[src/rtl/jb_iq_slew_protect.sv]
`default_nettype none
// ============================================================================
// Module   : jb_iq_slew_protect
// Purpose  : PA protection companion to the IQ slew error detector.
//            - Feeds the detector with the current/previous valid {q,i} pair.
//            - Counts detector errors per window and trips when the limit is
//              reached; on a trip the IQ gain ramps to mute, holds off, then
//              ramps back to full scale.
//            - Applies the gain to the DAC-bound IQ stream (2-cycle latency).
// Ports    : clk, reset (sync, active-high)
//            iq_in/iq_in_valid        : DAC-bound input stream {q,i}
//            iq_slew_error, enable    : detector flag and monitoring enable
//            clear_trip               : early release from MUTED
//            win_len, err_limit, holdoff_len, ramp_step_len : live config
//            iq_current/iq_previous   : sample pair to the detector
//            iq_out/iq_out_valid      : gain-scaled stream to the DAC
//            pa_trip, trip_count, state : protection status
// Revision : 1.0 - initial release
// ============================================================================
module jb_iq_slew_protect #(
    parameter int IQ_PRECISION = 16,
    parameter int GAIN_FRAC    = 7
) (
    input  logic                      clk,
    input  logic                      reset,
    input  logic [2*IQ_PRECISION-1:0] iq_in,
    input  logic                      iq_in_valid,
    input  logic                      iq_slew_error,
    input  logic                      enable,
    input  logic                      clear_trip,
    input  logic [15:0]               win_len,
    input  logic [7:0]                err_limit,
    input  logic [15:0]               holdoff_len,
    input  logic [15:0]               ramp_step_len,
    output logic [2*IQ_PRECISION-1:0] iq_current,
    output logic [2*IQ_PRECISION-1:0] iq_previous,
    output logic [2*IQ_PRECISION-1:0] iq_out,
    output logic                      iq_out_valid,
    output logic                      pa_trip,
    output logic [15:0]               trip_count,
    output logic [2:0]                state
);

    localparam int c_GAIN_W = GAIN_FRAC + 1;
    localparam int c_PROD_W = IQ_PRECISION + GAIN_FRAC + 2;

    localparam logic [c_GAIN_W-1:0] c_GAIN_UNITY    = {1'b1, {GAIN_FRAC{1'b0}}};
    localparam logic [c_GAIN_W-1:0] c_GAIN_UNITY_M1 = {1'b0, {GAIN_FRAC{1'b1}}};
    localparam logic [c_GAIN_W-1:0] c_GAIN_ZERO     = '0;
    localparam logic [c_GAIN_W-1:0] c_GAIN_ONE      = {{GAIN_FRAC{1'b0}}, 1'b1};

    localparam logic signed [c_PROD_W-1:0] c_SAT_MAX =
        {{(c_PROD_W-IQ_PRECISION+1){1'b0}}, {(IQ_PRECISION-1){1'b1}}};
    localparam logic signed [c_PROD_W-1:0] c_SAT_MIN =
        {{(c_PROD_W-IQ_PRECISION+1){1'b1}}, {(IQ_PRECISION-1){1'b0}}};

    typedef enum logic [2:0] {
        ST_ARMED     = 3'd0,
        ST_RAMP_DOWN = 3'd1,
        ST_MUTED     = 3'd2,
        ST_RAMP_UP   = 3'd3
    } state_t;

    // ------------------------------------------------------------------
    // Control state
    // ------------------------------------------------------------------
    state_t              r_state,      w_state_nxt;
    logic [c_GAIN_W-1:0] r_gain,       w_gain_nxt;
    logic [15:0]         r_win_cnt,    w_win_cnt_nxt;
    logic [7:0]          r_err_cnt,    w_err_cnt_nxt;
    logic [15:0]         r_step_cnt,   w_step_cnt_nxt;
    logic [15:0]         r_hold_cnt,   w_hold_cnt_nxt;
    logic [15:0]         r_trip_count, w_trip_count_nxt;

    logic        w_err;
    logic [15:0] w_win_last;
    logic        w_win_wrap;
    logic [7:0]  w_err_limit;
    logic [7:0]  w_err_base;
    logic [8:0]  w_err_sum;
    logic        w_trip_now;
    logic        w_step_tc;
    logic        w_hold_done;
    logic [15:0] w_trip_count_inc;

    always_comb begin
        w_err      = enable & iq_slew_error;
        // Zero window / zero limit behave as one.
        w_win_last  = (win_len == 16'd0) ? 16'd0 : (win_len - 16'd1);
        w_err_limit = (err_limit == 8'd0) ? 8'd1 : err_limit;
        // >= rather than == so a live shrink of win_len wraps immediately.
        w_win_wrap  = (r_win_cnt >= w_win_last);
        // An error in the wrap cycle belongs to the fresh window.
        w_err_base  = w_win_wrap ? 8'd0 : r_err_cnt;
        w_err_sum   = {1'b0, w_err_base} + 9'd1;
        w_trip_now  = w_err && (w_err_sum >= {1'b0, w_err_limit});
        w_step_tc   = (r_step_cnt >= ramp_step_len);
        w_hold_done = (holdoff_len != 16'd0) && (r_hold_cnt >= (holdoff_len - 16'd1));
        w_trip_count_inc = (r_trip_count == 16'hFFFF) ? r_trip_count
                                                      : (r_trip_count + 16'd1);
    end

    always_comb begin
        w_state_nxt      = r_state;
        w_gain_nxt       = r_gain;
        w_win_cnt_nxt    = r_win_cnt;
        w_err_cnt_nxt    = r_err_cnt;
        w_step_cnt_nxt   = r_step_cnt;
        w_hold_cnt_nxt   = r_hold_cnt;
        w_trip_count_nxt = r_trip_count;

        case (r_state)
            ST_ARMED: begin
                if (w_win_wrap) begin
                    w_win_cnt_nxt = 16'd0;
                    w_err_cnt_nxt = w_err ? 8'd1 : 8'd0;
                end else begin
                    w_win_cnt_nxt = r_win_cnt + 16'd1;
                    if (w_err && (r_err_cnt != 8'hFF)) begin
                        w_err_cnt_nxt = r_err_cnt + 8'd1;
                    end
                end
                if (w_trip_now) begin
                    w_state_nxt      = ST_RAMP_DOWN;
                    w_trip_count_nxt = w_trip_count_inc;
                    w_step_cnt_nxt   = 16'd0;
                end
            end

            ST_RAMP_DOWN: begin
                if (r_gain == c_GAIN_ZERO) begin
                    // Re-trip from the very bottom of a ramp-up.
                    w_state_nxt    = ST_MUTED;
                    w_hold_cnt_nxt = 16'd0;
                end else if (w_step_tc) begin
                    w_step_cnt_nxt = 16'd0;
                    w_gain_nxt     = r_gain - c_GAIN_ONE;
                    if (r_gain == c_GAIN_ONE) begin
                        w_state_nxt    = ST_MUTED;
                        w_hold_cnt_nxt = 16'd0;
                    end
                end else begin
                    w_step_cnt_nxt = r_step_cnt + 16'd1;
                end
            end

            ST_MUTED: begin
                w_gain_nxt     = c_GAIN_ZERO;
                w_hold_cnt_nxt = r_hold_cnt + 16'd1;
                if (clear_trip || w_hold_done) begin
                    w_state_nxt    = ST_RAMP_UP;
                    w_step_cnt_nxt = 16'd0;
                end
            end

            ST_RAMP_UP: begin
                // The error takes priority over the final unity step.
                if (w_err) begin
                    w_state_nxt      = ST_RAMP_DOWN;
                    w_trip_count_nxt = w_trip_count_inc;
                    w_step_cnt_nxt   = 16'd0;
                end else if (r_gain >= c_GAIN_UNITY) begin
                    w_gain_nxt    = c_GAIN_UNITY;
                    w_state_nxt   = ST_ARMED;
                    w_win_cnt_nxt = 16'd0;
                    w_err_cnt_nxt = 8'd0;
                end else if (w_step_tc) begin
                    w_step_cnt_nxt = 16'd0;
                    w_gain_nxt     = r_gain + c_GAIN_ONE;
                    if (r_gain == c_GAIN_UNITY_M1) begin
                        w_state_nxt   = ST_ARMED;
                        w_win_cnt_nxt = 16'd0;
                        w_err_cnt_nxt = 8'd0;
                    end
                end else begin
                    w_step_cnt_nxt = r_step_cnt + 16'd1;
                end
            end

            default: begin
                w_state_nxt = ST_ARMED;
                w_gain_nxt  = c_GAIN_UNITY;
            end
        endcase
    end

    always_ff @(posedge clk) begin
        if (reset) begin
            r_state      <= ST_ARMED;
            r_gain       <= c_GAIN_UNITY;
            r_win_cnt    <= 16'd0;
            r_err_cnt    <= 8'd0;
            r_step_cnt   <= 16'd0;
            r_hold_cnt   <= 16'd0;
            r_trip_count <= 16'd0;
        end else begin
            r_state      <= w_state_nxt;
            r_gain       <= w_gain_nxt;
            r_win_cnt    <= w_win_cnt_nxt;
            r_err_cnt    <= w_err_cnt_nxt;
            r_step_cnt   <= w_step_cnt_nxt;
            r_hold_cnt   <= w_hold_cnt_nxt;
            r_trip_count <= w_trip_count_nxt;
        end
    end

    // ------------------------------------------------------------------
    // Datapath: detector feed and 2-stage gain scaling
    // ------------------------------------------------------------------
    function automatic logic [IQ_PRECISION-1:0] f_sat(input logic signed [c_PROD_W-1:0] v);
        if (v > c_SAT_MAX) begin
            return {1'b0, {(IQ_PRECISION-1){1'b1}}};
        end else if (v < c_SAT_MIN) begin
            return {1'b1, {(IQ_PRECISION-1){1'b0}}};
        end else begin
            return v[IQ_PRECISION-1:0];
        end
    endfunction

    logic signed [IQ_PRECISION-1:0] w_in_i;
    logic signed [IQ_PRECISION-1:0] w_in_q;
    logic signed [c_GAIN_W:0]       w_gain_s;
    logic signed [c_PROD_W-1:0]     w_prod_i;
    logic signed [c_PROD_W-1:0]     w_prod_q;
    logic signed [c_PROD_W-1:0]     w_shift_i;
    logic signed [c_PROD_W-1:0]     w_shift_q;

    logic signed [c_PROD_W-1:0]     r_prod_i;
    logic signed [c_PROD_W-1:0]     r_prod_q;
    logic                           r_valid_d1;
    logic [2*IQ_PRECISION-1:0]      r_iq_current;
    logic [2*IQ_PRECISION-1:0]      r_iq_previous;
    logic [2*IQ_PRECISION-1:0]      r_iq_out;
    logic                           r_iq_out_valid;

    always_comb begin
        w_in_i   = iq_in[IQ_PRECISION-1:0];
        w_in_q   = iq_in[2*IQ_PRECISION-1:IQ_PRECISION];
        // Gain is unsigned; the extra zero MSB keeps it positive in signed math.
        w_gain_s = {1'b0, r_gain};
        w_prod_i = c_PROD_W'(w_in_i) * c_PROD_W'(w_gain_s);
        w_prod_q = c_PROD_W'(w_in_q) * c_PROD_W'(w_gain_s);
        // Arithmetic shift gives floor rounding for negative samples.
        w_shift_i = r_prod_i >>> GAIN_FRAC;
        w_shift_q = r_prod_q >>> GAIN_FRAC;
    end

    always_ff @(posedge clk) begin
        if (reset) begin
            r_prod_i       <= '0;
            r_prod_q       <= '0;
            r_valid_d1     <= 1'b0;
            r_iq_current   <= '0;
            r_iq_previous  <= '0;
            r_iq_out       <= '0;
            r_iq_out_valid <= 1'b0;
        end else begin
            r_prod_i       <= w_prod_i;
            r_prod_q       <= w_prod_q;
            r_valid_d1     <= iq_in_valid;
            r_iq_out       <= {f_sat(w_shift_q), f_sat(w_shift_i)};
            r_iq_out_valid <= r_valid_d1;
            if (iq_in_valid) begin
                r_iq_previous <= r_iq_current;
                r_iq_current  <= iq_in;
            end
        end
    end

    assign iq_current   = r_iq_current;
    assign iq_previous  = r_iq_previous;
    assign iq_out       = r_iq_out;
    assign iq_out_valid = r_iq_out_valid;
    assign pa_trip      = (r_state != ST_ARMED);
    assign trip_count   = r_trip_count;
    assign state        = r_state;

endmodule
`default_nettype wire

[config.mk]
export PLATFORM = sky130hd
export DESIGN_NAME = jb_iq_slew_protect
export DESIGN_NICKNAME = d
export VERILOG_FILES = /design/src/rtl/jb_iq_slew_protect.sv
export SDC_FILE = /design/constraint.sdc
export NUM_CORES = 1
export LEC_CHECK = 0
export BUFFER_PORTS_ARGS = -buffer_cell sky130_fd_sc_hd__buf_2
export CORE_MARGIN = 5
export CORE_UTILIZATION = 55
export DETAILED_ROUTE_END_ITERATION = 12
export PLACE_DENSITY_LB_ADDON = 0.25
export RECOVER_POWER = 50
export SLEW_MARGIN = 5
export SYNTH_ARGS = -nofsm -noshare
export SYNTH_HDL_FRONTEND = slang
export SYNTH_SLANG_ARGS = --single-unit
[constraint.sdc]
create_clock -name clk -period 12.77 [get_ports clk]
set_clock_uncertainty 0.15 [all_clocks]
set_input_delay 1.277 -clock clk [delete_from_list [all_inputs] [get_ports clk]]
set_output_delay 1.277 -clock clk [all_outputs]
set_load 0.01 [all_outputs]
==> flow_summary.ini <==
[critical_path]
path_max_fanout = 16
worst_path_largest_cell_delay_ns = 0.69
crit_arrival_ns = 8.40
cp.required_ns = 13.05
sum_of_buffers_and_inverters_on_the_critical_path = 2
r2r_setup_slack_ns = 6.56
worst_setup_path_end_kind = flop
critPathTopFamily = simple AND/OR/NAND/NOR gates
worst-setup-path-type = in2reg
worst_path_max_delay_cell = sky130_fd_sc_hd__nor3_2
critical-path-top-cell-by-count = sky130_fd_sc_hd__ha_1
setup.worst_path.start_class = primary input

[clock_tree]
cts.repair.resized = 0
clk_transition_reported_paths_ns = 0.06
cts-htree-levels = 1
cts-root-to-sink-buffers = 3
cts_hold_buf = 0
root_buffer = sky130_fd_sc_hd__clkbuf_16
cts-buffers-inserted = 26
clk-insertion-delay-late_ns = 0.55
clock_sinks = 216
post-cts-setup-buffers = 0
clock_tree_from_tritoncts = built

[power_and_ir_drop]
p_switching_mw = 0.4240
power_share_of_the_combinational_group = 0.116
pwr_density_cell_nw_per_um2 = 75.64
cell_internal_pwr_mw = 1.223
swShare = 0.2575
clock_power_share = 0.451
irDropWorstVdd_mv = 0.08504
power.sequential.fraction = 0.433
p_leak_nw = 10.31

[flow_run]
max_cap_viol_count = 1

[global_route]
grt_first_pass_wirelength_um = 79980
antenna_violations_before_repair = 0
grt_pass1_vias = 16440
grt_overflow = 0
grt_use_total = 0.2401
grt_max_degree = 89

[drt]
totalWireLength_um = 46730
number_of_vias_per_cell_after_detailed_routing = 5.542
wl_per_cell_um = 16.28
starting_drt_drc_count = 765
detail_route.first_pass.iterations = 5
num_vias = 15910
antenna_left = 0
drt_drc_violations_left = 0

[place]
placement.cell_area_um2 = 21030
place_congestion = 0.8522
dpl.hpwl_um = 35890
port_buffers = 209

[floorplan]
start_util = 0.5556
die-width_um = 199.1
core.rowCount = 69
chipHeight_um = 199.1
core_area_um2 = 35400
die_area_um2 = 39640
io_pins = 211

[timing]
finalCritPeriodShare = 0.6354
tightest_slew_ns = 3.804
timing_hold_violations_final = 0
maxClockFrequency_mhz = 123.3
finalSetupViolations = 0
grt_setup_unrepaired = no
report.final.slew_viol_count = 89
worst_max_slew_margin_expressed_relative_to_the_limit = -1.536
finalSetupTns_ns = 0
post-route-min-period_ns = 8.114

[yosys]
largest_area_contributor_in_the_netlist = sky130_fd_sc_hd__dfxtp_1
synth_cells = 2233
postSynth.topFlopCell = sky130_fd_sc_hd__dfxtp_1
synthArstFlopShare = 0
yosys.area.top_type_share = 0.2199
synth.ff_latch_count = 216
count_of_flip_flops_with_a_built_in_enable_after_synthesis = 0
synth.lib_cells_used.distinct = 84
mappedNetlistArea_um2 = 19670
yosysMostFrequentCell = sky130_fd_sc_hd__inv_1
synth_commonest_cells = sky130_fd_sc_hd__inv_1, sky130_fd_sc_hd__dfxtp_1, sky130_fd_sc_hd__fa_1, sky130_fd_sc_hd__nand2_1, sky130_fd_sc_hd__nor2_1
yosys_warnings = 0
synth.net_count = 2694
syn-mean-instance-area_um2 = 8.808
synth.top_cells.by_area = sky130_fd_sc_hd__dfxtp_1, sky130_fd_sc_hd__fa_1, sky130_fd_sc_hd__ha_1
yosysSeqAreaShare = 0.2199

[final_layout]
finalNetCount = 2852
syn_to_final_growth_pct = 10.70
register_area_um2 = 4325
fillers = 3095
drive_gt1_frac = 0.09174
multi_input_comb_area_um2 = 13740
finalInstanceArea_um2 = 21770
antenna_cells_inserted = 0

[outcome]
status = finished with violations
failed_checks = max-capacitance violations, max-slew violations

[hold_path]
holdCritPathClass = reg2reg
[layer usage]
metal,share of wire,vias to the layer above,GRT usage
li1,-,7697,-
met1,0.45,7745,0.3277
met2,0.47,396,0.4045
met3,0.061,67,0.03945
met4,0.021,0,0.05446
met5,0,-,0
[through the flow]
step	std cells	hold slack (ns)	util	setup slack [ns]	power, mW
2_1_floorplan	2233	0.2638	-	5.872	0.8456
3_3_place_gp	2824	0.2822	0.5942	4.443	0.9168
3_5_place_dp	2824	0.2783	0.5942	4.180	0.9223
4_1_cts	2870	0.2962	0.6186	4.774	1.671
5_1_grt	2870	0.3049	0.6151	4.143	1.725
6_report	2870	0.2920	0.6151	4.656	1.647
[path summary, 6_finish.rpt]
path,endpoint,depth (start not counted),startpoint
worst min-delay path,iq_out[19]$_SDFF_PP0_,1,r_prod_q[10]$_SDFF_PP0_
worst max register to register,r_prod_q[20]$_SDFF_PP0_,17,r_gain[0]$_SDFFE_PP0P_
worst min register to register,iq_out[19]$_SDFF_PP0_,1,r_prod_q[10]$_SDFF_PP0_
worst max-delay path,r_step_cnt[4]$_SDFFE_PP0P_,25,win_len[5]
[state kept, by name (all words and copies together), names as in the netlist, 8 cells and up]
signal	count
r_step_cnt	16
r_err_cnt	8
r_prod_i	18
trip_count	16
r_prod_q	18
iq_current	32
iq_out	32
iq_previous	32
r_hold_cnt	16
r_gain	8
r_win_cnt	16
[cells in the final DEF (no fill, tap or decap), drive strengths merged, types with 46 or more instances in the layout]
cell type | synthesis | layout
a21oi | 81 | 81
and2 | 157 | 157
buf | 23 | 132
clkbuf | 72 | 127
dfxtp | 216 | 216
fa | 202 | 202
ha | 165 | 165
inv | 324 | 326
mux2i | 67 | 67
nand2 | 181 | 181
nand3 | 46 | 46
nor2 | 176 | 176
o21ai | 47 | 47
xnor2 | 56 | 56
[cell families after synthesis]
| group | synth area share |
|---|---|
| compound gates | 0.1240 |
| fa+ha+maj | 0.3106 |
| simple gates | 0.1928 |
| flops | 0.2199 |
| xor+xnor | 0.03652 |
| buf+inv | 0.08200 |
| mux | 0.03410 |
| other cells | 0.0001907 |
[worst register-to-register path, cell delays in order (launching register included)]
cell                        delay (ns)
sky130_fd_sc_hd__dfxtp_2          0.89
sky130_fd_sc_hd__nand2_1          0.24
sky130_fd_sc_hd__inv_1            0.16
sky130_fd_sc_hd__fa_1             0.45
sky130_fd_sc_hd__fa_1             0.52
sky130_fd_sc_hd__inv_1            0.06
sky130_fd_sc_hd__fa_1             0.47
sky130_fd_sc_hd__inv_1            0.05
sky130_fd_sc_hd__fa_1             0.47
sky130_fd_sc_hd__ha_1             0.37
sky130_fd_sc_hd__a21o_1           0.20
sky130_fd_sc_hd__a2111oi_0        0.66
sky130_fd_sc_hd__o21ai_0          0.18
sky130_fd_sc_hd__a21oi_1          0.38
sky130_fd_sc_hd__nor2_1           0.11
sky130_fd_sc_hd__or2_2            0.31
sky130_fd_sc_hd__a211oi_1         0.23
sky130_fd_sc_hd__nor3_1           0.06
[power groups by stage]
stage / Sequential, mW / Clock [mW] / Combinational (mW)
2_1_floorplan: 0.732 / 0 / 0.113
3_3_place_gp: 0.727 / 0 / 0.190
3_5_place_dp: 0.727 / 0 / 0.195
4_1_cts: 0.713 / 0.761 / 0.197
5_1_grt: 0.716 / 0.793 / 0.216
6_report: 0.713 / 0.743 / 0.191
[cell type report]
cell class,count,area share
multi-input cells,1597,0.6309
inverters,325,0.05603
flip-flops and latches,216,0.1987
well taps,461,0.02649
repair buffers,225,0.04833
clock buffers,34,0.03408
clock inverters,12,0.005517
Power figures use the tool's default switching activity.
